==> config.mk <==
export PLATFORM = sky130hd
export DESIGN_NAME = matrix_stream_loader_flat
export DESIGN_NICKNAME = d
export VERILOG_FILES = /design/src/rtl/matrix_pkg.sv /design/src/rtl/matrix_stream_loader_if.sv /design/src/rtl/matrix_stream_loader_load_counter.sv /design/src/rtl/matrix_stream_loader.sv /design/src/flat_wrapper.sv
export SDC_FILE = /design/constraint.sdc
export NUM_CORES = 2
export LEC_CHECK = 0
export BUFFER_PORTS_ARGS = -buffer_cell sky130_fd_sc_hd__buf_4
export CORE_AREA = 2 2 409 411
export CTS_CLUSTER_DIAMETER = 50
export DETAILED_ROUTE_END_ITERATION = 8
export DIE_AREA = 0 0 411 413
export SYNTH_ARGS = -nofsm -noshare
export SYNTH_HDL_FRONTEND = slang
export SYNTH_SLANG_ARGS = --single-unit
==> constraint.sdc <==
create_clock -name clk -period 2.8 [get_ports clk]
set_input_delay 0.14 -clock clk [delete_from_list [all_inputs] [get_ports clk]]
set_output_delay 0.14 -clock clk [all_outputs]
set_load 0.1 [all_outputs]
==> src/rtl/matrix_pkg.sv <==
// matrix_pkg: shared word width, loader states and element packing for the Cannon datapath
package matrix_pkg;
  localparam int WORD_W = 32;
  typedef enum logic [1:0] {LOAD_A, LOAD_B, HOLD} loader_state_t;
  function automatic int word_index(input int row, input int col, input int n);
    return row + n * col;
  endfunction
endpackage

==> src/rtl/matrix_stream_loader_if.sv <==
// matrix_stream_loader_if: word stream in, assembled A/B hand-off out
// checksum is present only when MATRIX_LOADER_CHECKSUM_EN is defined
interface matrix_stream_loader_if #(parameter int n = 4);
  import matrix_pkg::*;
  logic [WORD_W-1:0] in_data;
  logic in_valid;
  logic in_ready;
  logic in_last;
  logic [WORD_W*n*n-1:0] matrix_A;
  logic [WORD_W*n*n-1:0] matrix_B;
  logic mat_valid;
  logic mat_done;
  logic err;
`ifdef MATRIX_LOADER_CHECKSUM_EN
  logic [WORD_W-1:0] checksum;
  modport master (output in_data, in_valid, in_last, mat_done,
                  input in_ready, matrix_A, matrix_B, mat_valid, err, checksum);
  modport slave (input in_data, in_valid, in_last, mat_done,
                 output in_ready, matrix_A, matrix_B, mat_valid, err, checksum);
`else
  modport master (output in_data, in_valid, in_last, mat_done,
                  input in_ready, matrix_A, matrix_B, mat_valid, err);
  modport slave (input in_data, in_valid, in_last, mat_done,
                 output in_ready, matrix_A, matrix_B, mat_valid, err);
`endif
endinterface

==> src/rtl/matrix_stream_loader_load_counter.sv <==
// load_counter: word index within one matrix, wraps at n*n-1 with a terminal flag
module load_counter #(
  parameter int n = 4,
  localparam int IW = n * n > 1 ? $clog2(n * n) : 1
) (
  input  logic          clk,
  input  logic          clr_i,
  input  logic          en_i,
  output logic [IW-1:0] idx_o,
  output logic          term_o
);
  localparam logic [IW-1:0] LAST = IW'(n * n - 1);
  logic [IW-1:0] idx_q;
  always_ff @(posedge clk)
    idx_q <= clr_i || (en_i && term_o) ? '0 : en_i ? idx_q + 1'b1 : idx_q;
  assign idx_o  = idx_q;
  assign term_o = idx_q == LAST;
endmodule

==> src/rtl/matrix_stream_loader.sv <==
// matrix_stream_loader: assembles A then B from a word stream and holds them until mat_done
// optional frame checksum under MATRIX_LOADER_CHECKSUM_EN
module matrix_stream_loader
  import matrix_pkg::*;
#(
  parameter int n = 4
) (
  input logic clk,
  input logic reset,
  matrix_stream_loader_if.slave bus
);
  localparam int IW = n * n > 1 ? $clog2(n * n) : 1;
  loader_state_t state_q;
  logic [WORD_W*n*n-1:0] a_q, b_q;
  logic mv_q, err_q;
  logic [IW-1:0] idx;
  logic term, acc, last_ok, abort, rel;
  always_comb begin
    acc     = bus.in_valid && bus.in_ready;
    last_ok = state_q == LOAD_B && term;
    abort   = acc && bus.in_last && !last_ok;
    rel     = state_q == HOLD && bus.mat_done;
  end
  load_counter #(.n(n)) u_cnt (
    .clk   (clk),
    .clr_i (!reset || abort || rel),
    .en_i  (acc && !abort),
    .idx_o (idx),
    .term_o(term)
  );
  // an early in_last drops the word and restarts the frame; old A/B words are left in place
  always_ff @(posedge clk)
    if (!reset) begin
      state_q <= LOAD_A;
      a_q     <= '0;
      b_q     <= '0;
      mv_q    <= 1'b0;
      err_q   <= 1'b0;
    end else if (abort) begin
      state_q <= LOAD_A;
      err_q   <= 1'b1;
    end else if (rel) begin
      state_q <= LOAD_A;
      mv_q    <= 1'b0;
    end else if (acc) begin
      if (state_q == LOAD_A) a_q[WORD_W*idx +: WORD_W] <= bus.in_data;
      else b_q[WORD_W*idx +: WORD_W] <= bus.in_data;
      if (term) state_q <= state_q == LOAD_A ? LOAD_B : HOLD;
      if (last_ok) begin
        mv_q  <= 1'b1;
        err_q <= err_q || !bus.in_last;
      end
    end
  assign bus.in_ready  = state_q != HOLD && reset;
  assign bus.matrix_A  = a_q;
  assign bus.matrix_B  = b_q;
  assign bus.mat_valid = mv_q;
  assign bus.err       = err_q;
`ifdef MATRIX_LOADER_CHECKSUM_EN
  logic [WORD_W-1:0] sum_q;
  always_ff @(posedge clk)
    if (!reset || abort) sum_q <= '0;
    else if (acc) sum_q <= state_q == LOAD_A && idx == '0 ? bus.in_data : sum_q + bus.in_data;
  assign bus.checksum = sum_q;
`endif
endmodule
==> src/flat_wrapper.sv <==
// flat-port wrapper written by rule: the top's interface ports become plain ports
module matrix_stream_loader_flat import matrix_pkg::*;
#(
  parameter int n = 4
)
  (clk, reset, bus_in_data, bus_in_valid, bus_in_last, bus_mat_done, bus_in_ready, bus_matrix_A, bus_matrix_B, bus_mat_valid, bus_err);
  matrix_stream_loader_if #(.n(n)) bus_i ();
  input logic clk;
  input logic reset;
  input wire logic [$bits(bus_i.in_data)-1:0] bus_in_data;
  input wire logic [$bits(bus_i.in_valid)-1:0] bus_in_valid;
  input wire logic [$bits(bus_i.in_last)-1:0] bus_in_last;
  input wire logic [$bits(bus_i.mat_done)-1:0] bus_mat_done;
  output wire logic [$bits(bus_i.in_ready)-1:0] bus_in_ready;
  output wire logic [$bits(bus_i.matrix_A)-1:0] bus_matrix_A;
  output wire logic [$bits(bus_i.matrix_B)-1:0] bus_matrix_B;
  output wire logic [$bits(bus_i.mat_valid)-1:0] bus_mat_valid;
  output wire logic [$bits(bus_i.err)-1:0] bus_err;
  assign bus_i.in_data = bus_in_data;
  assign bus_i.in_valid = bus_in_valid;
  assign bus_i.in_last = bus_in_last;
  assign bus_i.mat_done = bus_mat_done;
  assign bus_in_ready = bus_i.in_ready;
  assign bus_matrix_A = bus_i.matrix_A;
  assign bus_matrix_B = bus_i.matrix_B;
  assign bus_mat_valid = bus_i.mat_valid;
  assign bus_err = bus_i.err;
  matrix_stream_loader #(.n(n)) u_core (.clk(clk), .reset(reset), .bus(bus_i));
endmodule
==> flow_summary.json <==
{
  "status": "finished clean",
  "synth_area_leaders": "dfxtp_1 54%, mux2i_1 21%, nand2_1 13%",
  "place_congestion": 0.850,
  "cp.required_ps": 3450,
  "drive_above_1_share_pct": 28.4,
  "slew_violations": 0,
  "final.setup.worst_slack_ps": 149,
  "worst-setup-path-type": "register to register",
  "clock_sinks": 1032,
  "drv_cap": 0,
  "finalSetupViolCount": 0,
  "grt_pass1_vias": 32000,
  "fin_worst_skew_ps": 31.4,
  "hold_path.class": "input pin to register",
  "crit_fanout": 64,
  "powerDensity_nw_per_um2": 622,
  "multi_input_area_um2": 16200,
  "synth-edff-count": 0,
  "endpoint_kind": "register",
  "detail_route.drc_violations": 0,
  "syn-instance-count": 4010,
  "die_y_um": 413,
  "yosys.area.top_type": "dfxtp_1",
  "detail-route-antenna-nets": 0,
  "die-area_um2": 170000,
  "cts_buffers": 135,
  "core_region_area_um2": 166000,
  "yosysWarnings": 0,
  "post_cts_buffers": 0,
  "antenna_found_initial": 26,
  "insertion_delay_ps": 780,
  "grt_remaining_overflow": 0,
  "synthArstFlopShare_pct": 0,
  "h-tree-depth": 4,
  "grt_usage_pct": 21.1,
  "p_leak_nw": 24.5,
  "place_ws_ps": 133,
  "dp_hpwl_um": 134000,
  "register_area_um2": 20700,
  "cts.clk_slew.worst_paths_ps": 60,
  "postSynthAreaPerCell_um2": 9.47,
  "worstMarginPinSlew_ps": 1180,
  "nFillCells": 17100,
  "tns_ps": 0,
  "num_io_pins": 1064,
  "start_kind": "register",
  "start_util_pct": 22.9,
  "rsz0062_at_grt": "no",
  "layout.nets": 5078,
  "row_count": 150,
  "period_share_pct": 94.7,
  "cts_tree": "done",
  "via_per_inst": 4.56,
  "hold_violations": 0,
  "max_freq_ghz": 0.377,
  "min_period_ps": 2650,
  "crit_arrival_ps": 3300,
  "layout_commonest_cell": "nand2_1",
  "grt_pass1_wl_um": 253000,
  "die_width_um": 411,
  "seq_area_frac_synth_pct": 54.4,
  "synth_top_area_share_pct": 54.4,
  "syn_area_um2": 38000,
  "first_pass_iters": 6,
  "drtIter0Drc": 2933,
  "wl_per_cell_um": 25.6,
  "whs_ps": 377,
  "slew_headroom_pct": 21.0,
  "mostFrequentLayoutCells": "1276 x nand2_1, 1142 x buf_4, 1031 x dfxtp_1, 795 x mux2i_1, 211 x o21ai_0",
  "port_buffers": 1063,
  "synthFlopType": "dfxtp_1",
  "wl_um": 188000,
  "ys_types": 54,
  "syn-num-nets": 4050,
  "cts_buffer_depth": 3,
  "via_count": 33600,
  "grt_start_max_net_pins": 198,
  "area_delta_synth_final_pct": 42.0,
  "ys_seq_elements": 1032,
  "root_buffer": "clkbuf_16",
  "ir_drop_mv": 0.620
}
[final cells by class]
type	instances	share of cell area, %
well taps	2204	5.11
clock inverters	60	1.28
repair buffers	1220	18.1
flip-flops and latches	1032	38.3
diodes	5	0.0232
clock buffers	182	7.19
inverters	5	0.0348
multi-input cells	2644	30.0
[worst paths after layout]
path / startpoint / endpoint / slack [ps] / cells past startpoint
setup / recovery: u_core.u_cnt.idx_o[1]$_SDFFE_PP0N_ / u_core.bus.matrix_A[41]$_SDFFE_PN0P_ / 150 / 6
hold / removal: reset / u_core.bus.matrix_A[430]$_SDFFE_PN0P_ / 380 / 4
setup reg to reg: u_core.u_cnt.idx_o[1]$_SDFFE_PP0N_ / u_core.bus.matrix_A[41]$_SDFFE_PN0P_ / 150 / 6
hold reg to reg: u_core.bus.matrix_A[50]$_SDFFE_PN0P_ / u_core.bus.matrix_A[50]$_SDFFE_PN0P_ / 450 / 2
[cell usage after synthesis, types with 2 or more instances]
cell type / count
o31ai_1: 2
nand4_1: 3
clkbuf_2: 2
buf_4: 21
nor4_2: 3
and3b_1: 2
and4b_1: 3
buf_1: 19
nor3_1: 10
nand2_1: 1276
nor3_4: 2
and3_1: 9
mux2i_1: 795
mux2_2: 2
nand3b_1: 2
or3_1: 5
or2_2: 3
nor2_1: 40
o2111ai_1: 3
nand2b_1: 5
nor4bb_1: 2
xnor2_1: 2
ha_1: 3
nand4b_1: 2
dfxtp_1: 1032
a21oi_1: 11
clkbuf_1: 215
nor2b_1: 2
o21ai_0: 211
o21ai_1: 12
a2111oi_4: 2
a31oi_1: 2
and2_1: 5
nand3_1: 207
buf_2: 72
inv_1: 5
[critical path, stage by stage, from the launching register on]
cell	delay [ps]
dfxtp_1	470
nor3_1	80
ha_1	500
nand4b_1	420
nor4_4	510
buf_12	310
o21ai_0	150
[per-layer routing]
layer  track usage (%)  routed length (um)
met1              25.9               76700
met2              34.3               88200
met3              5.86               15400
met4              9.30                7750
met5                 0                   0
[power breakdown]
part           leakage (nW)  switching [mW]  internal [mW]
clock                  2.23            7.27           10.4
sequential             8.31          0.0108           14.7
combinational          13.9            1.02          0.203
[cell families after synthesis]
group | Yosys count | synth area share [%]
buffers and inverters | 334 | 3.75
XOR/XNOR | 4 | 0.112
multiplexers | 798 | 21.0
AND/OR/NAND/NOR | 1589 | 17.1
adder cells (fa/ha/maj) | 3 | 0.0988
flip-flops | 1032 | 54.4
AO/OA/AOI/OAI | 250 | 3.55
[registers in the layout, indices dropped and copies added (netlist names)]
register / count
u_core.bus.matrix_B: 512
u_core.bus.err: 1
u_core.u_cnt.idx_o: 4
u_core.bus.matrix_A: 512
u_core.state_q: 2
u_core.bus.mat_valid: 1
[stage by stage]
step	area [um^2]	utilization, %	power [mW]	std cells
after detailed placement	49000	29.5	16.2	7067
after CTS	53900	32.5	33.8	7347
final	53900	32.5	33.6	7352
after global placement	49000	29.5	16.2	7067
after floorplan	38000	-	15.6	4010
after global routing	53900	32.5	34.4	7347
[what timing repair did]
item	4_1_cts	5_1_grt
hold endpoints to repair	538	0
hold buffers	38	0
setup endpoints to repair	0	6
resized for setup	0	3
(Power assumes the default switching activity.)
